<file path="config.mk">
export PLATFORM = sky130hd
export DESIGN_NAME = prio_arbiter8
export DESIGN_NICKNAME = d
export VERILOG_FILES = /design/src/rtl/arb_pkg.sv /design/src/rtl/prio_pick8.sv /design/src/rtl/prio_arbiter8.sv
export SDC_FILE = /design/constraint.sdc
export NUM_CORES = 1
export LEC_CHECK = 0
export BUFFER_PORTS_ARGS = -buffer_cell sky130_fd_sc_hd__buf_4
export CORE_UTILIZATION = 24
export DETAILED_ROUTE_END_ITERATION = 10
export PLACE_DENSITY = 0.44
export RECOVER_POWER = 25
export SLEW_MARGIN = 25
export SYNTH_ARGS = -nofsm -noshare
export SYNTH_HDL_FRONTEND = slang
export SYNTH_SLANG_ARGS = --single-unit
</file>
<file path="constraint.sdc">
create_clock -name clk -period 9.8 [get_ports clk]
set_input_delay 0.98 -clock clk [delete_from_list [all_inputs] [get_ports clk]]
set_output_delay 0.98 -clock clk [all_outputs]
set_load 0.01 [all_outputs]
</file>
<file path="src/rtl/arb_pkg.sv">
// Shared types and constants for the 8-requester priority / round-robin arbiter.
// Holds the FSM state enum and the rotation helper used by the priority picker.
package arb_pkg;

  localparam int N_REQ = 8;
  localparam int ID_W  = 3;

  typedef enum logic {
    ARB_IDLE  = 1'b0,
    ARB_GRANT = 1'b1
  } arb_state_t;

  // Rotate right by sh: result[i] = v[(i + sh) mod N_REQ].
  function automatic logic [N_REQ-1:0] rotr8(input logic [N_REQ-1:0] v,
                                             input logic [ID_W-1:0]  sh);
    logic [2*N_REQ-1:0] dbl;
    dbl = {v, v};
    return dbl[sh +: N_REQ];
  endfunction

endpackage

</file>
<file path="src/rtl/prio_pick8.sv">
// Combinational 8-bit priority pick with rotation.
// The candidate vector is rotated by rot, the highest set bit wins, and the result is un-rotated.
module prio_pick8
  import arb_pkg::*;
(
  input  logic [N_REQ-1:0] cand,
  input  logic [ID_W-1:0]  rot,
  output logic [N_REQ-1:0] win,
  output logic [ID_W-1:0]  win_id,
  output logic             valid
);

  logic [N_REQ-1:0] rotated;
  logic [ID_W-1:0]  rot_id;
  logic             found;

  always_comb begin
    rotated = rotr8(cand, rot);
    rot_id  = '0;
    found   = 1'b0;
    for (int i = N_REQ - 1; i >= 0; i--) begin
      if (!found && rotated[i]) begin
        rot_id = i[ID_W-1:0];
        found  = 1'b1;
      end
    end
  end

  // Rotated position 7 maps back to index rot-1, so the rotation base ends up lowest priority.
  assign win_id = rot_id + rot;
  assign valid  = found;
  assign win    = found ? ({{(N_REQ-1){1'b0}}, 1'b1} << win_id) : '0;

endmodule

</file>
<file path="src/rtl/prio_arbiter8.sv">
// Eight-requester arbiter with fixed-priority or round-robin selection and an optional hold limit.
// Grant, index and busy are all registered; there is no path from req to the outputs.
//
//   state     | meaning
//   ----------+-----------------------------------------------------------
//   ARB_IDLE  | no owner; any request is granted on the next edge
//   ARB_GRANT | gnt/gnt_id hold the owner; release or timeout re-arbitrates
module prio_arbiter8
  import arb_pkg::*;
#(
  parameter int MAX_HOLD = 16
) (
  input  logic             clk,
  input  logic             rst,
  input  logic             mode,
  input  logic [N_REQ-1:0] req,
  output logic [N_REQ-1:0] gnt,
  output logic [ID_W-1:0]  gnt_id,
  output logic             busy
);

  localparam int                HOLD_W   = (MAX_HOLD < 1) ? 1 : $clog2(MAX_HOLD + 1);
  localparam bit                LIMITED  = (MAX_HOLD != 0);
  localparam logic [HOLD_W-1:0] HOLD_MAX = HOLD_W'(MAX_HOLD);
  localparam logic [HOLD_W-1:0] HOLD_ONE = HOLD_W'(1);

  arb_state_t        state, state_nxt;
  logic [ID_W-1:0]   last, last_nxt;
  logic [HOLD_W-1:0] hold_cnt, hold_cnt_nxt;
  logic [N_REQ-1:0]  gnt_q, gnt_nxt;
  logic [ID_W-1:0]   id_q, id_nxt;
  logic              busy_q, busy_nxt;

  logic              owner_req;
  logic              at_limit;
  logic              timeout;
  logic [N_REQ-1:0]  cand;
  logic [ID_W-1:0]   rot;
  logic [N_REQ-1:0]  win;
  logic [ID_W-1:0]   win_id;
  logic              win_valid;

  assign owner_req = req[id_q];
  assign at_limit  = LIMITED && (hold_cnt == HOLD_MAX);
  assign timeout   = (state == ARB_GRANT) && owner_req && at_limit;

  // On release the owner's bit is already low, so only a timeout needs masking.
  assign cand = timeout ? (req & ~gnt_q) : req;
  assign rot  = mode ? last : '0;

  prio_pick8 u_pick (
    .cand   (cand),
    .rot    (rot),
    .win    (win),
    .win_id (win_id),
    .valid  (win_valid)
  );

  always_comb begin
    state_nxt    = state;
    last_nxt     = last;
    hold_cnt_nxt = hold_cnt;
    gnt_nxt      = gnt_q;
    id_nxt       = id_q;
    busy_nxt     = busy_q;

    case (state)
      ARB_IDLE: begin
        if (win_valid) begin
          state_nxt    = ARB_GRANT;
          gnt_nxt      = win;
          id_nxt       = win_id;
          busy_nxt     = 1'b1;
          last_nxt     = win_id;
          hold_cnt_nxt = HOLD_ONE;
        end
      end

      ARB_GRANT: begin
        if (!owner_req) begin
          if (win_valid) begin
            gnt_nxt      = win;
            id_nxt       = win_id;
            last_nxt     = win_id;
            hold_cnt_nxt = HOLD_ONE;
          end else begin
            state_nxt    = ARB_IDLE;
            gnt_nxt      = '0;
            id_nxt       = '0;
            busy_nxt     = 1'b0;
            hold_cnt_nxt = '0;
          end
        end else if (at_limit) begin
          if (win_valid) begin
            gnt_nxt  = win;
            id_nxt   = win_id;
            last_nxt = win_id;
          end
          hold_cnt_nxt = HOLD_ONE;
        end else if (LIMITED || (hold_cnt != {HOLD_W{1'b1}})) begin
          hold_cnt_nxt = hold_cnt + HOLD_ONE;
        end
      end

      default: begin
        state_nxt    = ARB_IDLE;
        gnt_nxt      = '0;
        id_nxt       = '0;
        busy_nxt     = 1'b0;
        hold_cnt_nxt = '0;
      end
    endcase
  end

  always_ff @(posedge clk) begin
    if (rst) begin
      state    <= ARB_IDLE;
      last     <= '0;
      hold_cnt <= '0;
      gnt_q    <= '0;
      id_q     <= '0;
      busy_q   <= 1'b0;
    end else begin
      state    <= state_nxt;
      last     <= last_nxt;
      hold_cnt <= hold_cnt_nxt;
      gnt_q    <= gnt_nxt;
      id_q     <= id_nxt;
      busy_q   <= busy_nxt;
    end
  end

  assign gnt    = gnt_q;
  assign gnt_id = id_q;
  assign busy   = busy_q;

endmodule

</file>
# Word-level counts from Yosys, hierarchy flattened
# Index checks and enable logic that the tools add are counted.
[op_classes]
addsub = 2
order_cmp = 1
eq_ne = 5
shift = 2
muxes = 46
n_bitwise = 3
n_reduce_logical = 17
[ops]
columns = ["operator", "count"]
rows = [
  ["2-to-1 mux 3 bit", 16],
  ["2-to-1 mux 8 bit", 5],
  ["one-hot mux 8 bit (2 select lines)", 1],
  ["indexed part select 16 x 4 -> 8 bit", 1],
  ["2-to-1 mux 1 bit", 15],
  ["2-to-1 mux 5 bit", 3],
  ["one-hot mux 3 bit (2 select lines)", 2],
  ["one-hot mux 5 bit (2 select lines)", 1],
  ["logical AND 1 bit", 9],
  ["bitwise AND 8 bit", 1],
  ["NOT 8 bit", 1],
  ["left shift 1 x 3 -> 8 bit (first input constant)", 1],
  ["logical NOT 1 bit", 7],
  ["adder 5 x 1 -> 5 bit (second input constant)", 1],
  ["== test 5 bit (second input constant)", 1],
  ["< comparator 3 x 4 -> 1 bit (second input constant)", 1],
  ["!= test 2 bit (second input constant)", 2],
  ["one-hot mux 1 bit (2 select lines)", 2],
  ["adder 3 bit", 1],
  ["binary-select mux 1 bit (select 3 bit)", 1],
  ["!= test 3 x 2 -> 1 bit (second input constant)", 1],
  ["AND reduction 3 bit", 1],
  ["!= test 2 x 1 -> 1 bit (second input constant)", 1],
  ["NOT 1 bit", 1],
]
[totals]
reg_bits = 21
in_bits = 11

# Depth between registers and ports, before layout
# Gate-level depths: netlist of the first run.
[depth]
depth_word = 34
ltp_mapped = 18
mapped_depth_nobuf = 17

# Hierarchy
# Synthesis of the first run repeated with hierarchy kept, for this count alone.
[unflattened]
cells_unflattened = 204
hier_area_um2 = 1775.5
[modules_own_cells]
columns = ["module", "instances", "cells_per_inst", "area_each_um2"]
rows = [
  ["prio_arbiter8", 1, 116, 1027.2],
  ["prio_pick8", 1, 88, 748.2],
]

# Least setup slack after synthesis of the first run
# No wires, ideal clock.
[synth_timing]
path_type = "input to register"
start = "in req[7]"
end = "reg gnt_q[2], in the netlist gnt[2]"
setup_ps = 72
arrival_ps = 4711
required_time_ps = 9728
path_slack_ps = 5017
stages = 15
cell_sequence = "mux2i_1 mux4_2 buf_6 o211ai_1 nand2_1 mux4_2 nor4_4 buf_4 o21a_1 nor3_1 fa_1 or2_2 nor3_1 mux2i_1 mux2i_1"
[synth_via]
elab_chain_cells = 34
[synth_rtl]
columns = ["element", "line_no", "text"]
rows = [
  ["start: declaration", "prio_arbiter8.sv:16", "input logic [N_REQ-1:0] req,"],
  ["binary-select mux 1 bit (select 3 bit)", "prio_arbiter8.sv:43", "assign owner_req = req[id_q];"],
  ["2-to-1 mux 1 bit (not written as such)", "prio_arbiter8.sv:43", ""],
  ["logical AND 1 bit (2 in series)", "prio_arbiter8.sv:45", "assign timeout = (state == ARB_GRANT) && owner_req && at_limit;"],
  ["2-to-1 mux 8 bit", "prio_arbiter8.sv:48", "assign cand = timeout ? (req & ~gnt_q) : req;"],
  ["indexed part select 16 x 4 -> 8 bit", "arb_pkg.sv:18", "return dbl[sh +: N_REQ];"],
  ["2-to-1 mux 1 bit", "prio_pick8.sv:22", "if (!found && rotated[i]) begin"],
  ["logical NOT 1 bit", "prio_pick8.sv:22", ""],
  ["logical AND 1 bit", "prio_pick8.sv:22", ""],
  ["[... 17 more ...]", "--", ""],
  ["logical AND 1 bit", "prio_pick8.sv:22", ""],
  ["2-to-1 mux 3 bit", "prio_pick8.sv:22", ""],
  ["adder 3 bit", "prio_pick8.sv:30", "assign win_id = rot_id + rot;"],
  ["left shift 1 x 3 -> 8 bit", "prio_pick8.sv:32", "assign win = found ? ({{(N_REQ-1){1'b0}}, 1'b1} << win_id) : '0;"],
  ["2-to-1 mux 8 bit", "prio_arbiter8.sv:69, prio_arbiter8.sv:94", ""],
  ["2-to-1 mux 8 bit", "prio_arbiter8.sv:93", "end else if (at_limit) begin"],
  ["2-to-1 mux 8 bit", "prio_arbiter8.sv:80", "if (!owner_req) begin"],
  ["one-hot mux 8 bit (2 select lines)", "prio_arbiter8.sv:67", "case (state)"],
  ["end signal: assignment", "prio_arbiter8.sv:127", "gnt_q <= gnt_nxt;"],
  ["end: declaration", "prio_arbiter8.sv:30", "logic [N_REQ-1:0] gnt_q, gnt_nxt;"],
]
# Parallel ways exist; a longest one is shown, timed or not. The select of a mux whose other input is x is not followed.
# A chain may end at the register's enable or synchronous reset.

# Worst setup path in the final report of the first run
[layout_timing]
start = "in req[7]"
end = "reg id_q[2], in the netlist gnt_id[2]"
[layout_via]
elab_chain_cells = 33
[layout_rtl]
columns = ["element", "line_no", "text"]
rows = [
  ["binary-select mux 1 bit (select 3 bit)", "prio_arbiter8.sv:43", ""],
  ["2-to-1 mux 1 bit (not written as such)", "prio_arbiter8.sv:43", ""],
  ["logical AND 1 bit (2 in series)", "prio_arbiter8.sv:45", ""],
  ["2-to-1 mux 8 bit", "prio_arbiter8.sv:48", ""],
  ["indexed part select 16 x 4 -> 8 bit", "arb_pkg.sv:18", ""],
  ["2-to-1 mux 1 bit", "prio_pick8.sv:22", ""],
  ["logical NOT 1 bit", "prio_pick8.sv:22", ""],
  ["logical AND 1 bit", "prio_pick8.sv:22", ""],
  ["[... 16 more ...]", "--", ""],
  ["logical NOT 1 bit", "prio_pick8.sv:22", ""],
  ["logical AND 1 bit", "prio_pick8.sv:22", ""],
  ["2-to-1 mux 3 bit", "prio_pick8.sv:22", ""],
  ["adder 3 bit", "prio_pick8.sv:30", ""],
  ["2-to-1 mux 3 bit", "prio_arbiter8.sv:69, prio_arbiter8.sv:94", ""],
  ["2-to-1 mux 3 bit", "prio_arbiter8.sv:93", ""],
  ["2-to-1 mux 3 bit", "prio_arbiter8.sv:80", ""],
  ["one-hot mux 3 bit (2 select lines)", "prio_arbiter8.sv:67", ""],
  ["end signal: assignment", "prio_arbiter8.sv:128", "id_q <= id_nxt;"],
  ["end: declaration", "prio_arbiter8.sv:31", "logic [ID_W-1:0] id_q, id_nxt;"],
]
# Parallel ways exist; a longest one is shown, timed or not. The select of a mux whose other input is x is not followed.

==> results of run 1 <==
## per-stage QoR
stage,worst slack (ps),cells,utilization [%],power [uW]
after floorplan,5020,229,-,360
after global placement,4660,341,28.1,428
after detailed placement,4670,341,28.1,426
after CTS,4950,345,28.8,485
after global routing,4610,345,28.4,514
final,4930,345,28.4,477
## how the worst max path moves through the flow
| stage | from | slack [ps] | to |
|---|---|---|---|
| after floorplan | req[7] | 5020 | gnt[2]$_SDFFE_PP0P_ |
| after global placement | req[6] | 4660 | gnt_id[2]$_SDFFE_PP0P_ |
| after detailed placement | req[7] | 4670 | gnt_id[2]$_SDFFE_PP0P_ |
| after CTS | req[7] | 4950 | gnt_id[2]$_SDFFE_PP0P_ |
| after global routing | req[7] | 4610 | gnt_id[2]$_SDFFE_PP0P_ |
| final | req[7] | 4930 | gnt_id[2]$_SDFFE_PP0P_ |
## placed cells by master (no fill, tap or decap), drive strengths merged, types with 2 or more instances in the layout
| cell | Yosys | layout |
|---|---|---|
| a21o | 6 | 6 |
| a21oi | 12 | 12 |
| a311oi | 2 | 2 |
| a41oi | 2 | 2 |
| and2 | 2 | 2 |
| and3 | 5 | 5 |
| and4 | 2 | 2 |
| buf | 6 | 17 |
| clkbuf | 6 | 12 |
| dfxtp | 21 | 21 |
| ha | 3 | 3 |
| inv | 4 | 4 |
| mux2 | 4 | 4 |
| mux2i | 26 | 26 |
| mux4 | 4 | 4 |
| nand2 | 34 | 34 |
| nand3 | 22 | 22 |
| nand3b | 2 | 2 |
| nand4 | 2 | 2 |
| nand4b | 2 | 2 |
| nor2 | 12 | 12 |
| nor3 | 15 | 15 |
| nor4 | 3 | 3 |
| nor4bb | 2 | 2 |
| o211a | 6 | 6 |
| o211ai | 4 | 4 |
| o21ai | 3 | 3 |
| or2 | 6 | 6 |
| or4 | 2 | 2 |
## worst register-to-register path: stages, from the launching register on
cell                       delay [ps]
sky130_fd_sc_hd__dfxtp_1          610
sky130_fd_sc_hd__mux2i_1          160
sky130_fd_sc_hd__mux4_2           640
sky130_fd_sc_hd__o211ai_1         420
sky130_fd_sc_hd__nand2_1          140
sky130_fd_sc_hd__mux4_2           550
sky130_fd_sc_hd__nor4_4           260
sky130_fd_sc_hd__buf_4            290
sky130_fd_sc_hd__o21a_1           160
sky130_fd_sc_hd__nor3_1            50
sky130_fd_sc_hd__fa_1             470
sky130_fd_sc_hd__xnor2_1          400
sky130_fd_sc_hd__nor2_1            80
sky130_fd_sc_hd__mux2i_1          270
sky130_fd_sc_hd__mux2i_1          110
## power groups by stage
stage          clock [uW]  sequential (uW)  combinational (uW)
6_report             57.6              139                 280
5_1_grt              63.2              144                 307
4_1_cts              60.0              140                 285
3_5_place_dp            0              142                 284
3_3_place_gp            0              141                 287
2_1_floorplan           0              134                 226
## state kept, by name, indices dropped and copies added (netlist names)
| signal | count |
|---|---|
| busy | 1 |
| gnt | 8 |
| gnt_id | 3 |
| hold_cnt | 5 |
| last | 3 |
| state | 1 |
## kinds of logic after synthesis
| group | Yosys count | synth area share, % |
|---|---|---|
| adders and majority gates | 4 | 3.11 |
| and+or+nand+nor | 112 | 31.1 |
| buffers and inverters | 17 | 5.81 |
| muxes | 34 | 21.4 |
| AOI/OAI and AO/OA | 39 | 14.9 |
| DFF | 21 | 22.7 |
| xor gates and xnor gates | 2 | 0.946 |
## final cells by class
| class | count | area share [%] |
|---|---|---|
| Multi-Input combinational cell | 191 | 63.4 |
| Inverter | 5 | 0.897 |
| Timing Repair Buffer | 25 | 7.53 |
| Clock buffer | 4 | 2.15 |
| Sequential cell | 21 | 20.1 |
| Tap cell | 99 | 5.92 |
## per-layer routing
layer	up-vias	part of all wire [%]	wire, um
li1	889	-	-
met1	855	47	2460
met2	80	47	2440
met3	8	5.5	287
met4	0	0.99	52
met5	-	0	0
==> results.toml, run 1 <==
[status]
outcome = "finished clean"

[critical_path]
r2r_setup_slack_ps = 5050
critPathBufInv = 2
critical_path.cell_chain = "buf_4, mux2i_1, mux4_2, o211ai_1, nand2_1, mux4_2, nor4_4, buf_4, o21a_1, nor3_1, fa_1, xnor2_1, nor2_1, mux2i_1, mux2i_1"
worst_ep_arrival_time_ps = 4990
worstPathRequired_ps = 9920
r2r-start = "gnt_id[0]$_SDFFE_PP0P_"
critical_path.top_delay_family = "multiplexers"
worst_r2r_endpoint = "gnt_id[2]$_SDFFE_PP0P_"
crit_path_top_delay_cell = "sky130_fd_sc_hd__mux4_2"
critical_path_depth = 15
worst_case_reg_to_reg_path_depth = 14
worst-setup-path-type = "in -> reg"
cp_common_cell = "sky130_fd_sc_hd__mux2i_1"
critPathMaxFanout = 18
timing.critical_path.to_type = "register"
slowest_delay_ps = 640
start_kind = "input port"

[timing]
worst_hold_slack_ps = 472
layout_worst_path_cycle_share_pct = 49.7
final.min_clock_period_ps = 4870
fin_setup_tns_ps = 0
timing_max_transition_violations_final = 0
slew_headroom_pct = 53.8
timing.fmax_mhz = 205
setup_viol_count_final = 0
report.final.hold_viol_count = 0
grt_setup_unrepaired = "no"
worst_clock_skew_ps = 3.56
worstMarginPinSlew_ps = 693

[pwr]
peak_ir_drop_on_the_vdd_network_uv = 100
pwr-share-comb_pct = 58.7
leakage_uw = 0.000802
power_density_nw_per_um2 = 228
swShare_pct = 46.7
power.share.clock_pct = 12.1
power.switching_uw = 222
power.sequential.fraction_pct = 29.2
intPower_uw = 254

[synthesis]
postSynthNetCount = 244
syn_inst = 229
ys_seq_elements = 21
synth-warning-count = 0
asyncSetResetFlopFracSynth_pct = 0
synthTopCellsByArea = "sky130_fd_sc_hd__dfxtp_1 23%, sky130_fd_sc_hd__mux2i_1 14%, sky130_fd_sc_hd__nand2_1 6.9%, sky130_fd_sc_hd__nand3_1 5.9%, sky130_fd_sc_hd__mux4_2 4.9%"
mappedNetlistArea_um2 = 1850
post_synth_most_frequent_cells = "34 x sky130_fd_sc_hd__nand2_1, 26 x sky130_fd_sc_hd__mux2i_1, 22 x sky130_fd_sc_hd__nand3_1, 21 x sky130_fd_sc_hd__dfxtp_1, 15 x sky130_fd_sc_hd__nor3_1"
postSynth.topFlopCell = "sky130_fd_sc_hd__dfxtp_1"
yosys.cell_types.count = 45
synthesis.area_per_instance_um2 = 8.09
number_of_enable_type_register_cells_in_the_synthesized_netlist = 0
synthMostInstantiatedCell = "sky130_fd_sc_hd__nand2_1"
library_cell_occupying_the_most_area_in_the_post_synthesis_netlist = "sky130_fd_sc_hd__dfxtp_1"
synth.top_cell.area_share_pct = 22.7
synth_seq_area_share_pct = 22.7

[global_routing]
grtUsageMet1_pct = 17.9
grt_first_pass_wirelength_um = 8610
grt_most_used_layer = "met2"
grt_use_total_pct = 13.1
grt.overflow.total = 0
grt_antenna_before_repair = 0
met2_usage_pct = 21.7
pin_count_of_the_biggest_net_entering_global_routing = 19
global_route_met3_utilization_pct = 1.52
first_global_vias = 1643

[clocking]
clk_root_buffer_cell = "sky130_fd_sc_hd__clkbuf_8"
max-clock-path-buffers = 2
path_clk_slew_ps = 80
cts_repair_resize_count = 0
ctsHtreeMaxLevel = 1
post-cts-setup-buffers = 0
clock_sink_count = 21
clkLatencyLatePin_ps = 260
cts_tree = "yes"
cts_hold_buffers = 0
cts_made_buffers = 3

[route]
drt-initial-drc-count = 241
vias_per_cell = 5.31
routed_wl_um = 5240
first_pass_iters = 5
detailroute.via_count = 1832
routed_wire_length_per_instance_um = 15.2
drc = 0
antenna_violating_nets_post_route = 0

[floorplan]
floorplan.rows = 31
die_height_um = 89.8
starting_density_pct = 25.1
design.portCount = 23
die_w_um = 89.8
dieArea_um2 = 8070
core-area_um2 = 7370

[min_path]
worstHoldEndpoint = "last[0]$_SDFFE_PP0P_"
hold_path.startpoint = "last[0]$_SDFFE_PP0P_"
holdPathStages = 2
holdCritPathClass = "reg -> reg"

[placed_design]
port_buffers = 22
gp_congestion = 0.907
detailedPlacementHpwl_um = 4130
placed_cell_area_um2 = 2070

[layout]
final.fill_count = 841
antenna-diode-count = 0
multi_input_area_um2 = 1330
area_growth_syn_to_layout_pct = 13.0
fin_nets = 262
post_route_cells_drive_above_1_share_pct = 13.8
seq_area_um2 = 420
design_area_um2 = 2090

[job]
cap_violations = 0
No activity file was read; power rests on OpenSTA's default activity.
==> run 2: changes to the inputs <==
Settings changed: PLACE_DENSITY 0.44 to 0.45.
Clock period 9.8 ns to 4.45 ns, I/O delays scaled along.
==> results.toml, run 2 (synthesized netlist as in run 1, its figures left out) <==
[floorplan]
floorplan.rows = 31
die_w_um = 89.8
starting_density_pct = 25.1
core-area_um2 = 7370
design.portCount = 23
dieArea_um2 = 8070
die_height_um = 89.8

[critical_path]
r2r-start = "gnt_id[0]$_SDFFE_PP0P_"
timing.critical_path.to_type = "register"
critPathMaxFanout = 9
crit_path_top_delay_cell = "sky130_fd_sc_hd__mux4_2"
critical_path.cell_chain = "buf_6, mux2i_1, mux4_2, o211a_1, or2_1, mux4_2, o21ba_2, o21bai_1, a21o_1, ha_1, inv_1, fa_1, or2_2, nor3_2, mux2i_1, mux2i_1"
worstPathRequired_ps = 4650
r2r_setup_slack_ps = 240
worst-setup-path-type = "reg -> reg"
worst_ep_arrival_time_ps = 4400
start_kind = "register"
worst_r2r_endpoint = "gnt[6]$_SDFFE_PP0P_"
worst_case_reg_to_reg_path_depth = 16
critical_path.top_delay_family = "multiplexers"
slowest_delay_ps = 550
critPathBufInv = 2
cp_common_cell = "sky130_fd_sc_hd__mux2i_1"

[timing]
final.min_clock_period_ps = 4210
slew_headroom_pct = 44.8
timing.fmax_mhz = 238
report.final.hold_viol_count = 0
setup_viol_count_final = 0
worstMarginPinSlew_ps = 828
fin_setup_tns_ps = 0
timing_max_transition_violations_final = 0
grt_setup_unrepaired = "no"
worst_clock_skew_ps = 1.56
layout_worst_path_cycle_share_pct = 94.5

[pwr]
swShare_pct = 45.9
power_uw = 1150
power_density_nw_per_um2 = 507
power.switching_uw = 528
peak_ir_drop_on_the_vdd_network_uv = 191
pwr-share-comb_pct = 62.9
power.sequential.fraction_pct = 26.1
power.share.clock_pct = 11.1
intPower_uw = 622
leakage_uw = 0.000883

[layout]
antenna-diode-count = 0
largest_register_ffs = 8
area_growth_syn_to_layout_pct = 22.4
seq_area_um2 = 420
post_route_cells_drive_above_1_share_pct = 20.8
multi_input_area_um2 = 1400
final_cell_mix = "34 x sky130_fd_sc_hd__nand2_1, 28 x sky130_fd_sc_hd__buf_4, 26 x sky130_fd_sc_hd__mux2i_1"
final.fill_count = 829
fin_nets = 276
mostFrequentLayoutCell = "sky130_fd_sc_hd__nand2_1"

[global_routing]
global_route_met3_utilization_pct = 1.02
met2_usage_pct = 23.0
grt_most_used_layer = "met2"
grt.overflow.total = 0
grt_first_pass_wirelength_um = 8980
grt_use_total_pct = 13.8
pin_count_of_the_biggest_net_entering_global_routing = 18
grtUsageMet1_pct = 19.5
first_global_vias = 1711
grt_antenna_before_repair = 0

[route]
routed_wl_um = 5660
first_pass_iters = 4
detailroute.via_count = 1888
drt-initial-drc-count = 111
drc = 0
vias_per_cell = 5.26
routed_wire_length_per_instance_um = 15.8
antenna_violating_nets_post_route = 0

[min_path]
holdPathStages = 2
holdCritPathClass = "in -> reg"
worstHoldEndpoint = "hold_cnt[1]$_SDFFE_PP0P_"
hold_path.startpoint = "rst"

[clocking]
clkLatencyLatePin_ps = 260
path_clk_slew_ps = 80
cts_made_buffers = 3
cts_tree = "yes"
clock_sink_count = 21
ctsHtreeMaxLevel = 1
clk_root_buffer_cell = "sky130_fd_sc_hd__clkbuf_8"
max-clock-path-buffers = 2

[placed_design]
port_buffers = 22
detailedPlacementHpwl_um = 4410
gp_congestion = 0.896

[job]
cap_violations = 0

[status]
outcome = "finished clean"
-- run 2: repair_timing --
action,4_1_cts,5_1_grt
endpoints found under the hold margin,0,0
hold buffers,0,0
setup buffers,0,2
endpoints found under the setup margin,0,10
resized for setup,0,10
-- run 2: per-stage QoR --
| stage | area, um2 | std cells | worst slack (ps) | hold WS [ps] | utilization, % |
|---|---|---|---|---|---|
| 2_1_floorplan | 1850 | 229 | 97.6 | 439 | - |
| 3_3_place_gp | 2150 | 351 | 126 | 451 | 29.2 |
| 3_5_place_dp | 2150 | 351 | 113 | 461 | 29.2 |
| 4_1_cts | 2200 | 355 | 82.8 | 442 | 29.8 |
| 5_1_grt | 2270 | 359 | 3.56 | 448 | 30.8 |
| 6_report | 2270 | 359 | 243 | 447 | 30.8 |
-- run 2: area by class of cell --
class / count / area share, %
Multi-Input combinational cell: 192 / 61.8
Sequential cell: 21 / 18.5
Timing Repair Buffer: 38 / 11.3
Tap cell: 99 / 5.46
Clock buffer: 3 / 1.82
Inverter: 5 / 0.828
Clock inverter: 1 / 0.221
-- run 2: worst max-delay path by stage --
stage / startpoint / end / slack, ps / depth (start not counted)
2_1_floorplan: gnt_id[0]$_SDFFE_PP0P_ / gnt[2]$_SDFFE_PP0P_ / 100 / 16
3_3_place_gp: req[1] / gnt[6]$_SDFFE_PP0P_ / 130 / 16
3_5_place_dp: req[1] / gnt[6]$_SDFFE_PP0P_ / 110 / 16
4_1_cts: gnt_id[0]$_SDFFE_PP0P_ / gnt[6]$_SDFFE_PP0P_ / 80 / 16
5_1_grt: gnt_id[0]$_SDFFE_PP0P_ / gnt[6]$_SDFFE_PP0P_ / 4 / 16
6_report: gnt_id[0]$_SDFFE_PP0P_ / gnt[6]$_SDFFE_PP0P_ / 240 / 16
-- run 2: worst reg2reg max path, cell delays in order (launching register included) --
cell and delay [ps]:
sky130_fd_sc_hd__dfxtp_1 350, sky130_fd_sc_hd__buf_6 160, sky130_fd_sc_hd__mux2i_1 120, sky130_fd_sc_hd__mux4_2 550, sky130_fd_sc_hd__o211a_1 300, sky130_fd_sc_hd__or2_1 240, sky130_fd_sc_hd__mux4_2 500, sky130_fd_sc_hd__o21ba_2 230
sky130_fd_sc_hd__o21bai_1 120, sky130_fd_sc_hd__a21o_1 140, sky130_fd_sc_hd__ha_1 140, sky130_fd_sc_hd__inv_1 50, sky130_fd_sc_hd__fa_1 500, sky130_fd_sc_hd__or2_2 370, sky130_fd_sc_hd__nor3_2 140, sky130_fd_sc_hd__mux2i_1 110
sky130_fd_sc_hd__mux2i_1 120
-- run 2: metal layers --
metal  wire length (um)  vias up  part of all wire [%]
li1                   -      922                     -
met1               2680      917                    47
met2               2710       44                    48
met3                239        5                   4.2
met4                 44        0                  0.78
met5                  0        -                     0
-- run 2: power groups by stage --
stage	Clock [uW]	Combinational [uW]	Sequential, uW
5_1_grt	140	790	309
3_3_place_gp	0	689	300
3_5_place_dp	0	687	300
2_1_floorplan	0	497	295
6_report	127	722	300
4_1_cts	133	690	296
